<file path="src/rtl/peripheral_dbg_pu_riscv_jsp_biu_apb4_mc.sv">
// ---------------------------------------------------------------------------
// PeripheralDbgPuRiscvJspBiuApb4Mc
//
// Multi-channel JTAG-serial-port bus interface seen from an APB4 slave.
// Every channel owns two byte FIFOs:
//   h2c : filled by the debug (host) side, drained by APB DATA reads
//   c2h : filled by APB DATA writes, drained by the debug (host) side
// Register map per channel (channel = PADDR[7:4], offset = PADDR[3:0]):
//   0x0 DATA   read pops h2c head, write pushes c2h
//   0x4 STATUS [7:0] h2c count, [15:8] c2h free space, [16] overflow (W1C)
//   0x8 IER    [0] rx-data interrupt enable, [1] tx-empty interrupt enable
//   0xC        reads 0, writes ignored
//
// Ports:
//   PCLK, PRESETn          clock, asynchronous active-low reset
//   PSEL/PENABLE/PWRITE    APB4 control, PADDR byte address, PWDATA data
//   PRDATA/PREADY/PSLVERR  APB4 response (zero wait states)
//   h2c_data/valid/ready   host-to-core push interface, one byte lane each
//   c2h_data/valid/ready   core-to-host first-word-fallthrough pop interface
//   int_o                  registered OR of all channel interrupts
// ---------------------------------------------------------------------------
module peripheral_dbg_pu_riscv_jsp_biu_apb4_mc #(
    parameter int CHANNELS = 2,
    parameter int DEPTH    = 8
) (
    input  logic                  PCLK,
    input  logic                  PRESETn,
    input  logic                  PSEL,
    input  logic                  PENABLE,
    input  logic                  PWRITE,
    input  logic [7:0]            PADDR,
    input  logic [31:0]           PWDATA,
    output logic [31:0]           PRDATA,
    output logic                  PREADY,
    output logic                  PSLVERR,
    input  logic [CHANNELS*8-1:0] h2c_data,
    input  logic [CHANNELS-1:0]   h2c_valid,
    output logic [CHANNELS-1:0]   h2c_ready,
    output logic [CHANNELS*8-1:0] c2h_data,
    output logic [CHANNELS-1:0]   c2h_valid,
    input  logic [CHANNELS-1:0]   c2h_ready,
    output logic                  int_o
);

    localparam int AW = $clog2(DEPTH);
    localparam int CW = $clog2(DEPTH + 1);
    localparam logic [CW-1:0] FULL_COUNT = CW'(DEPTH);

    // Access decode. Gating with PRESETn keeps every APB side effect and
    // response quiet while the block is held in reset.
    logic        w_access;
    logic [3:0]  w_chIdx;
    logic [3:0]  w_offset;
    logic        w_chValid;
    logic        w_isData;
    logic        w_isStatus;
    logic        w_isIer;

    assign w_access   = PSEL & PENABLE & PRESETn;
    assign w_chIdx    = PADDR[7:4];
    assign w_offset   = PADDR[3:0];
    assign w_chValid  = ({28'd0, w_chIdx} < 32'(CHANNELS));
    assign w_isData   = (w_offset == 4'h0);
    assign w_isStatus = (w_offset == 4'h4);
    assign w_isIer    = (w_offset == 4'h8);

    logic [CHANNELS-1:0] w_sel;
    logic [CHANNELS-1:0] w_h2cEmpty;
    logic [CHANNELS-1:0] w_h2cPop;
    logic [CHANNELS-1:0] w_c2hDrop;
    logic [CHANNELS-1:0] w_irq;
    logic [7:0]          w_h2cHead [CHANNELS];
    logic [31:0]         w_status  [CHANNELS];
    logic [1:0]          w_ier     [CHANNELS];

    logic  r_int;
    logic  w_unusedBits;

    assign w_unusedBits = ^{PWDATA[31:17], PWDATA[15:8]};

    for (genvar g = 0; g < CHANNELS; g++) begin : gChannel
        logic [7:0]    r_h2cMem [DEPTH];
        logic [7:0]    r_c2hMem [DEPTH];
        logic [AW-1:0] r_h2cWr;
        logic [AW-1:0] r_h2cRd;
        logic [AW-1:0] r_c2hWr;
        logic [AW-1:0] r_c2hRd;
        logic [CW-1:0] r_h2cCount;
        logic [CW-1:0] r_c2hCount;
        logic [1:0]    r_ier;
        logic          r_ovf;
        logic          w_h2cPush;
        logic          w_c2hPush;
        logic          w_c2hPop;
        logic          w_c2hFull;
        logic          w_dataWrite;

        assign w_sel[g]      = w_access & (w_chIdx == 4'(g));
        assign w_h2cEmpty[g] = (r_h2cCount == '0);
        assign w_c2hFull     = (r_c2hCount == FULL_COUNT);
        assign w_dataWrite   = w_sel[g] & PWRITE & w_isData;

        // A full FIFO still accepts a byte in the cycle its head leaves,
        // so a simultaneous push/pop never stalls or loses data.
        assign w_h2cPop[g]  = w_sel[g] & ~PWRITE & w_isData & ~w_h2cEmpty[g];
        assign h2c_ready[g] = (r_h2cCount != FULL_COUNT) | w_h2cPop[g];
        assign w_h2cPush    = h2c_valid[g] & h2c_ready[g];

        assign c2h_valid[g]  = (r_c2hCount != '0);
        assign w_c2hPop      = c2h_valid[g] & c2h_ready[g];
        assign w_c2hPush     = w_dataWrite & (~w_c2hFull | w_c2hPop);
        assign w_c2hDrop[g]  = w_dataWrite & w_c2hFull & ~w_c2hPop;

        assign c2h_data[g*8 +: 8] = r_c2hMem[r_c2hRd];
        assign w_h2cHead[g]       = r_h2cMem[r_h2cRd];
        assign w_ier[g]           = r_ier;
        assign w_status[g]        = {15'd0, r_ovf, 8'(DEPTH) - 8'(r_c2hCount), 8'(r_h2cCount)};

        assign w_irq[g] = (r_ier[0] & ~w_h2cEmpty[g]) | (r_ier[1] & (r_c2hCount == '0));

        // FIFO storage is not reset; clearing the pointers and counts is
        // enough to make any stale bytes unreachable.
        always_ff @(posedge PCLK) begin
            if (w_h2cPush) r_h2cMem[r_h2cWr] <= h2c_data[g*8 +: 8];
            if (w_c2hPush) r_c2hMem[r_c2hWr] <= PWDATA[7:0];
        end

        // Pointers wrap naturally because DEPTH is a power of two.
        always_ff @(posedge PCLK or negedge PRESETn) begin
            if (!PRESETn) begin
                r_h2cWr    <= '0;
                r_h2cRd    <= '0;
                r_h2cCount <= '0;
                r_c2hWr    <= '0;
                r_c2hRd    <= '0;
                r_c2hCount <= '0;
            end else begin
                if (w_h2cPush)   r_h2cWr <= r_h2cWr + AW'(1);
                if (w_h2cPop[g]) r_h2cRd <= r_h2cRd + AW'(1);
                if (w_c2hPush)   r_c2hWr <= r_c2hWr + AW'(1);
                if (w_c2hPop)    r_c2hRd <= r_c2hRd + AW'(1);
                case ({w_h2cPush, w_h2cPop[g]})
                    2'b10:   r_h2cCount <= r_h2cCount + CW'(1);
                    2'b01:   r_h2cCount <= r_h2cCount - CW'(1);
                    default: r_h2cCount <= r_h2cCount;
                endcase
                case ({w_c2hPush, w_c2hPop})
                    2'b10:   r_c2hCount <= r_c2hCount + CW'(1);
                    2'b01:   r_c2hCount <= r_c2hCount - CW'(1);
                    default: r_c2hCount <= r_c2hCount;
                endcase
            end
        end

        // Interrupt enables and the sticky overflow flag (write-1-to-clear).
        always_ff @(posedge PCLK or negedge PRESETn) begin
            if (!PRESETn) begin
                r_ier <= 2'b00;
                r_ovf <= 1'b0;
            end else begin
                if (w_sel[g] & PWRITE & w_isIer) r_ier <= PWDATA[1:0];
                if (w_c2hDrop[g]) begin
                    r_ovf <= 1'b1;
                end else if (w_sel[g] & PWRITE & w_isStatus & PWDATA[16]) begin
                    r_ovf <= 1'b0;
                end
            end
        end
    end

    // Read data mux; stays zero outside a read access phase and for an
    // empty DATA read, so a failed pop never exposes a stale byte.
    always_comb begin
        PRDATA = '0;
        for (int c = 0; c < CHANNELS; c++) begin
            if (w_access && !PWRITE && (w_chIdx == 4'(c))) begin
                case (w_offset)
                    4'h0:    if (!w_h2cEmpty[c]) PRDATA = {24'd0, w_h2cHead[c]};
                    4'h4:    PRDATA = w_status[c];
                    4'h8:    PRDATA = {30'd0, w_ier[c]};
                    default: PRDATA = '0;
                endcase
            end
        end
    end

    assign PREADY  = 1'b1;
    assign PSLVERR = w_access & (~w_chValid
                               | (~PWRITE & w_isData & |(w_sel & w_h2cEmpty))
                               | (|w_c2hDrop));

    // The combined interrupt is registered to give a glitch-free output.
    always_ff @(posedge PCLK or negedge PRESETn) begin
        if (!PRESETn) r_int <= 1'b0;
        else          r_int <= |w_irq;
    end

    assign int_o = r_int;

endmodule

</file>
<file path="config.mk">
export PLATFORM = sky130hd
export DESIGN_NAME = peripheral_dbg_pu_riscv_jsp_biu_apb4_mc
export DESIGN_NICKNAME = d
export VERILOG_FILES = /design/src/rtl/peripheral_dbg_pu_riscv_jsp_biu_apb4_mc.sv
export SDC_FILE = /design/constraint.sdc
export NUM_CORES = 1
export LEC_CHECK = 0
export BUFFER_PORTS_ARGS = -buffer_cell sky130_fd_sc_hd__clkbuf_2
export CAP_MARGIN = 15
export CORE_ASPECT_RATIO = 1.1
export CORE_UTILIZATION = 40
export DETAILED_ROUTE_END_ITERATION = 12
export PLACE_DENSITY_LB_ADDON = 0.1
export SYNTH_ARGS = -nofsm -noshare
export SYNTH_HDL_FRONTEND = slang
export SYNTH_SLANG_ARGS = --single-unit
</file>
<file path="constraint.sdc">
create_clock -name PCLK -period 2.72 [get_ports PCLK]
set_clock_uncertainty 0.05 [all_clocks]
set_input_delay 0.408 -clock PCLK [delete_from_list [all_inputs] [get_ports PCLK]]
set_output_delay 0.408 -clock PCLK [all_outputs]
set_load 0.02 [all_outputs]
</file>
# Word-level counts from Yosys, hierarchy flattened
# Memories as Yosys holds them, arrays and structs flattened.
# Cells that the tools add are included.
[classes] add_sub_neg=18 magnitude_cmp=1 eq_ne=15 muxes=22 n_bitwise=54 reduce_logical=21
[ops] operator="32-bit one-hot mux with 3 select lines" n=2
[ops] operator="32-bit two-way mux" n=3
[ops] operator="1-bit AND" n=37
[ops] operator="4-bit one-hot mux with 2 select lines" n=4
[ops] operator="3-bit by 1-bit adder with 3-bit output, second input constant" n=8
[ops] operator="4-bit logical NOT" n=6
[ops] operator="4-bit by 1-bit adder with 4-bit output, second input constant" n=4
[ops] operator="4-bit by 1-bit subtractor with 4-bit output, second input constant" n=4
[ops] operator="4-bit equality test, second input constant" n=3
[ops] operator="1-bit two-way mux" n=12
[ops] operator="2-bit nonzero test" n=6
[ops] operator="4-bit by 4-bit subtractor with 5-bit output, first input constant" n=2
[ops] operator="2-bit by 1-bit equality test with 1-bit output, second input constant" n=4
[ops] operator="2-bit equality test, second input constant" n=4
[ops] operator="8-bit two-way mux" n=1
[ops] operator="4-bit != test, second input constant" n=2
[ops] operator="1-bit NOT" n=8
[ops] operator="1-bit OR" n=8
[ops] operator="4-bit nonzero test" n=2
[ops] operator="2-bit OR reduction" n=3
[ops] operator="4-bit by 1-bit equality test with 1-bit output, second input constant" n=1
[ops] operator="4-bit by 3-bit equality test with 1-bit output, second input constant" n=1
[ops] operator="4-bit by 2-bit less-than comparator with 1-bit output, second input constant" n=1
[ops] operator="1-bit logical AND" n=3
[ops] operator="other kinds (2)" n=2
[totals] register_bits=47 ramBits=256 in_bits=65 output_inout_bits=55 elab_cells=152 memories=4
[memory_table] memory="gChannel[0].r_c2hMem" depth=8 width=8 rd=1 rd_ports_with_merged_regs=0 wr=1 line_no="83" source="logic [7:0] r_c2hMem [DEPTH];"
[memory_table] memory="gChannel[0].r_h2cMem" depth=8 width=8 rd=1 rd_ports_with_merged_regs=0 wr=1 line_no="82" source="logic [7:0] r_h2cMem [DEPTH];"
[memory_table] memory="gChannel[1].r_c2hMem" depth=8 width=8 rd=1 rd_ports_with_merged_regs=0 wr=1 line_no="83"
[memory_table] memory="gChannel[1].r_h2cMem" depth=8 width=8 rd=1 rd_ports_with_merged_regs=0 wr=1 line_no="82"

# Logic depth before layout (Yosys ltp)
[depth] depth_word=10 depth_mapped=11 ltp_nobuf=11

# Worst setup path after synthesis
# No wires, ideal clock.
[synth_timing] kind="input -> register" startpoint="input PADDR[1]" endpoint="register gChannel[1].r_h2cCount[3]" setup_ns=0.080 t_arrival_ns=3.016 required_time_ns=2.590 setup_slack_ns=-0.425 path_stages=10 path_buffers=1 path_cell_list="or4_1 > buf_2 > o41ai_4 > nand2_2 > ha_1 > ha_1 > a21o_1 > a21oi_1 > mux2i_1 > xnor2_1"
[synth_via] elab_chain_len=7
[synth_lines] element="start, declared" line_no="31" source="input logic [7:0] PADDR,"
[synth_lines] element="4-bit logical NOT *" line_no="63" source="assign w_isData = (w_offset == 4'h0);"
[synth_lines] element="1-bit AND * (2 in a row)" line_no="105" source="assign w_h2cPop[g] = w_sel[g] & ~PWRITE & w_isData & ~w_h2cEmpty[g];"
[synth_lines] element="1-bit OR *" line_no="106" source="assign h2c_ready[g] = (r_h2cCount != FULL_COUNT) | w_h2cPop[g];"
[synth_lines] element="net h2c_ready[1]" line_no="38" source="output logic [CHANNELS-1:0] h2c_ready,"
[synth_lines] element="1-bit AND *" line_no="107" source="assign w_h2cPush = h2c_valid[g] & h2c_ready[g];"
[synth_lines] element="2-bit by 1-bit equality test with 1-bit output or 2-bit equality test (tied branches)" line_no="142" source="case ({w_h2cPush, w_h2cPop[g]})"
[synth_lines] element="4-bit one-hot mux with 2 select lines or 2-bit nonzero test (tied branches)"
[synth_lines] element="end signal, assigned" line_no="143" source="2'b10: r_h2cCount <= r_h2cCount + CW'(1);"
[synth_lines] element="end signal, assigned" line_no="144" source="2'b01: r_h2cCount <= r_h2cCount - CW'(1);"
[synth_lines] element="end signal, assigned" line_no="145" source="default: r_h2cCount <= r_h2cCount;"
[synth_lines] element="end, declared" line_no="88" source="logic [CW-1:0] r_h2cCount;"
# Mark *: on every way through the listed nets, which the timed path passes. The rest lies on a longest branch.
# A chain may end at the register's enable or synchronous reset.

# Final worst setup path
[layout_timing] startpoint="register gChannel[1].r_h2cRd[1]" endpoint="output PRDATA[2]"
[layout_via] elab_chain_len=4
[layout_lines] element="start, declared" line_no="85" source="logic [AW-1:0] r_h2cRd;"
[layout_lines] element="start signal, assigned" line_no="139" source="if (w_h2cPop[g]) r_h2cRd <= r_h2cRd + AW'(1);"
[layout_lines] element="memory read 8 x 8 bit"
[layout_lines] element="32-bit two-way mux" line_no="178" source="4'h0: if (!w_h2cEmpty[c]) PRDATA = {24'd0, w_h2cHead[c]};"
[layout_lines] element="32-bit one-hot mux with 3 select lines" line_no="177" source="case (w_offset)"
[layout_lines] element="32-bit two-way mux" line_no="176" source="if (w_access && !PWRITE && (w_chIdx == 4'(c))) begin"
[layout_lines] element="end, declared" line_no="33" source="output logic [31:0] PRDATA,"
# No other way between the ends.

==> results.md <==
* Gate Count Post-Synth at 749
* Starting density of the core at 0.405
* Ports at 120
* Max Freq at 365 MHz
* Vias in the first global route at 7,758
* I/O Buffers at 80
* CP startpoint kind: flop
* # clock sinks at 303
* H-Tree Depth at 2
* Largest net degree at the start of global routing at 37
* Unrepaired setup endpoints after global routing: yes
* Post-Syn Area at 13,100 µm²
* Initial antenna violation count at 1
* Setup TNS at -0.0220 ns
* Post-route minimum period at 2.74 ns
* Least-Margin Pin Slew at 0.550 ns
* Final nets at 1,045
* Ant. Diodes at 0
* Cell variety after synth at 54
* Reg2reg setup slack at 0.17 ns
* Total congestion overflow at 0
* WL per Instance at 20.4 µm
* Seq cells post-synth at 303
* Die Ht at 192 µm
* Root buffer cell: clkbuf_16
* Core Util, Final at 0.502
* Total number of vias at 7,269
* Share of layout cells above drive strength 1 at 0.421
* Num CTS Buffers at 34
* Post-route ant nets at 0
* Worst hold path type: in -> reg
* Row Count at 69
* Die W at 174 µm
* CP max FO at 7
* CP Capture Type: output pin
* Routability cong. at 0.801
* Final critical-path share of the clock period at 1.01
* First-pass GRT wire length at 44.2 mm
* YS warnings at 0
* Initial drt markers at 363
* Sequential area share after synthesis at 0.677
* Final WL at 28.6 mm
* PD cells at 847 nW/µm²
* Worst VDD drop at 0.000517 V
* Final Slew Violations at 0
* Crit Path Class: reg -> out
* Power, Total at 13.7 mW
* CP Launch Point: gChannel[1].r_h2cRd[1]
* Post-synth EDFFs at 256
* CP Data Required Time at 2.26 ns
* Status: complete, but fails checks
* Dpl hpwl at 19.4 mm
* HP Start: h2c_data[14]
* Drt drc at 0
* TritonCTS clock tree: done
* TritonRoute pass-1 iters at 4
* Placed instance area at 14,700 µm²
* Multi-input gate area at 4200 µm²
* Commonest cells after routing, fill and taps aside: edfxtp_1 (256), buf_4 (127), clkbuf_2 (72)
* Gr usage total at 0.175
* Final setup vio count at 2
* Failing checks: negative setup slack
* Critical Path AT at 2.28 ns
* Reg clk slew, reported paths at 0.06 ns
* Commonest non-fill, non-tap cell in the layout: edfxtp_1
* Post-synth top flop: edfxtp_1
* FF-to-FF Start: gChannel[0].r_c2hCount[0]
* Avg Cell Area, Syn at 17.5 µm²
* Setup ws final at -0.0185 ns
* Post-route cell area at 16,200 µm²
* Vias per cell at 5.18
* Final hold vios at 0
* Pleak at 5.82 nW
* Placeable Area at 32,300 µm²
* Maxcap violations at 0
* Die area at 33,400 µm²
* Slew headroom at 0.634
* Filler cell count at 2,740
* Skew-Pair Late Insertion Delay at 0.50 ns
* CTS Buffer Depth at 3
* Fraction of registers with async set/reset at 0.155
* Area Growth Syn to Fin at 23.8%
* Sequential cell area at 8870 µm²
## cell usage after synthesis, types with 3 or more instances
master    count  area share
edfxtp_1    256        0.59
mux4_2       64        0.11
dfrtp_1      47       0.090
mux2_2       31       0.027
nand2_1      26      0.0075
xnor2_1      25       0.017
ha_1         21       0.020
mux2i_1      21       0.016
nor3_1       21      0.0080
clkbuf_1     20      0.0057
buf_4        19       0.011
nor2_1       19      0.0054
inv_1        18      0.0052
nand3_1      15      0.0057
nand2b_1     11      0.0053
buf_1        10      0.0029
nand3b_1     10      0.0057
a21oi_1       9      0.0034
o21ai_0       9      0.0034
buf_2         7      0.0027
nand4_1       6      0.0029
nor2b_1       6      0.0029
o211ai_1      6      0.0034
xor2_1        6      0.0040
a21o_1        5      0.0029
a32oi_1       5      0.0033
nor4_1        5      0.0024
o22ai_1       5      0.0024
fa_1          4      0.0061
nor4b_1       4      0.0027
or4_1         4      0.0023
a211o_1       3      0.0020
nor4_4        3      0.0049
or2_2         3      0.0014
## final timing paths
kind / end / depth (start not counted)
max reg2reg: gChannel[0].r_c2hCount[3] / 13
min in group asynchronous: int_o / 3
min reg2reg: gChannel[1].r_ovf / 2
min: gChannel[1].r_h2cMem[3][6] / 1
max: PRDATA[2] / 6
max in group asynchronous: gChannel[1].r_c2hCount[0] / 3
## final cells by class
class,instances,area share
inverters,18,0.00432
clock buffers,50,0.0600
multi-input cells,386,0.259
clock inverters,8,0.00332
repair buffers,212,0.0927
flip-flops and latches,303,0.548
well taps,426,0.0329
## critical path, cell delays in order (launching register included)
cell      delay [ns]
dfrtp_2         0.39
buf_12          0.14
mux4_2          0.52
mux2_4          0.30
nand3_2         0.08
o211ai_1        0.14
buf_4           0.20
## kinds of logic (layout without fill, tap and decap cells)
family          count (synthesis)  count (layout)  synth area share
flops                         303             303             0.677
simple gates                  144             144            0.0653
mux                           117             117             0.154
buf+inv                        74             288            0.0273
compound gates                 53              53            0.0289
xor+xnor                       31              31            0.0207
fa+ha+maj                      25              25            0.0262
other cells                     2              16          0.000574
## routing by layer
layer | GRT usage | share of wire
met1 | 0.210 | 0.40
met2 | 0.318 | 0.54
met3 | 0.0303 | 0.040
met4 | 0.0601 | 0.026
met5 | 0 | 0.00038
## flip-flops by register name (all words and copies together), names as in the netlist
register	flops
gChannel.r_c2hMem	128
gChannel.r_h2cMem	128
gChannel.r_c2hCount	8
gChannel.r_h2cCount	8
gChannel.r_c2hRd	6
gChannel.r_c2hWr	6
gChannel.r_h2cRd	6
gChannel.r_h2cWr	6
gChannel.r_ier	4
gChannel.r_ovf	2
int_o	1
## report_power, final
part / switching (mW) / internal [mW]
registers: 0.514 / 5.57
logic: 1.72 / 1.72
clock network: 1.73 / 2.48
## through the flow
step / std cells / hold slack (ns) / setup slack [ns]
2_1_floorplan: 763 / 0.0624 / -0.326
3_3_place_gp: 1323 / 0.332 / -0.208
3_5_place_dp: 1323 / 0.360 / -0.297
4_1_cts: 1394 / 0.101 / -0.0636
5_1_grt: 1403 / 0.117 / -0.0900
6_report: 1403 / 0.128 / -0.0185
## timing repair
item | CTS | global route
setup endpoints to repair | 23 | 27
buffers inserted | 12 | 10
endpoints found under the hold margin | 47 | 0
pin swaps | 8 | 7
hold buffers | 1 | 0
cloned | 1 | 0
gates resized for setup | 49 | 20
Power figures use the tool's default switching activity.
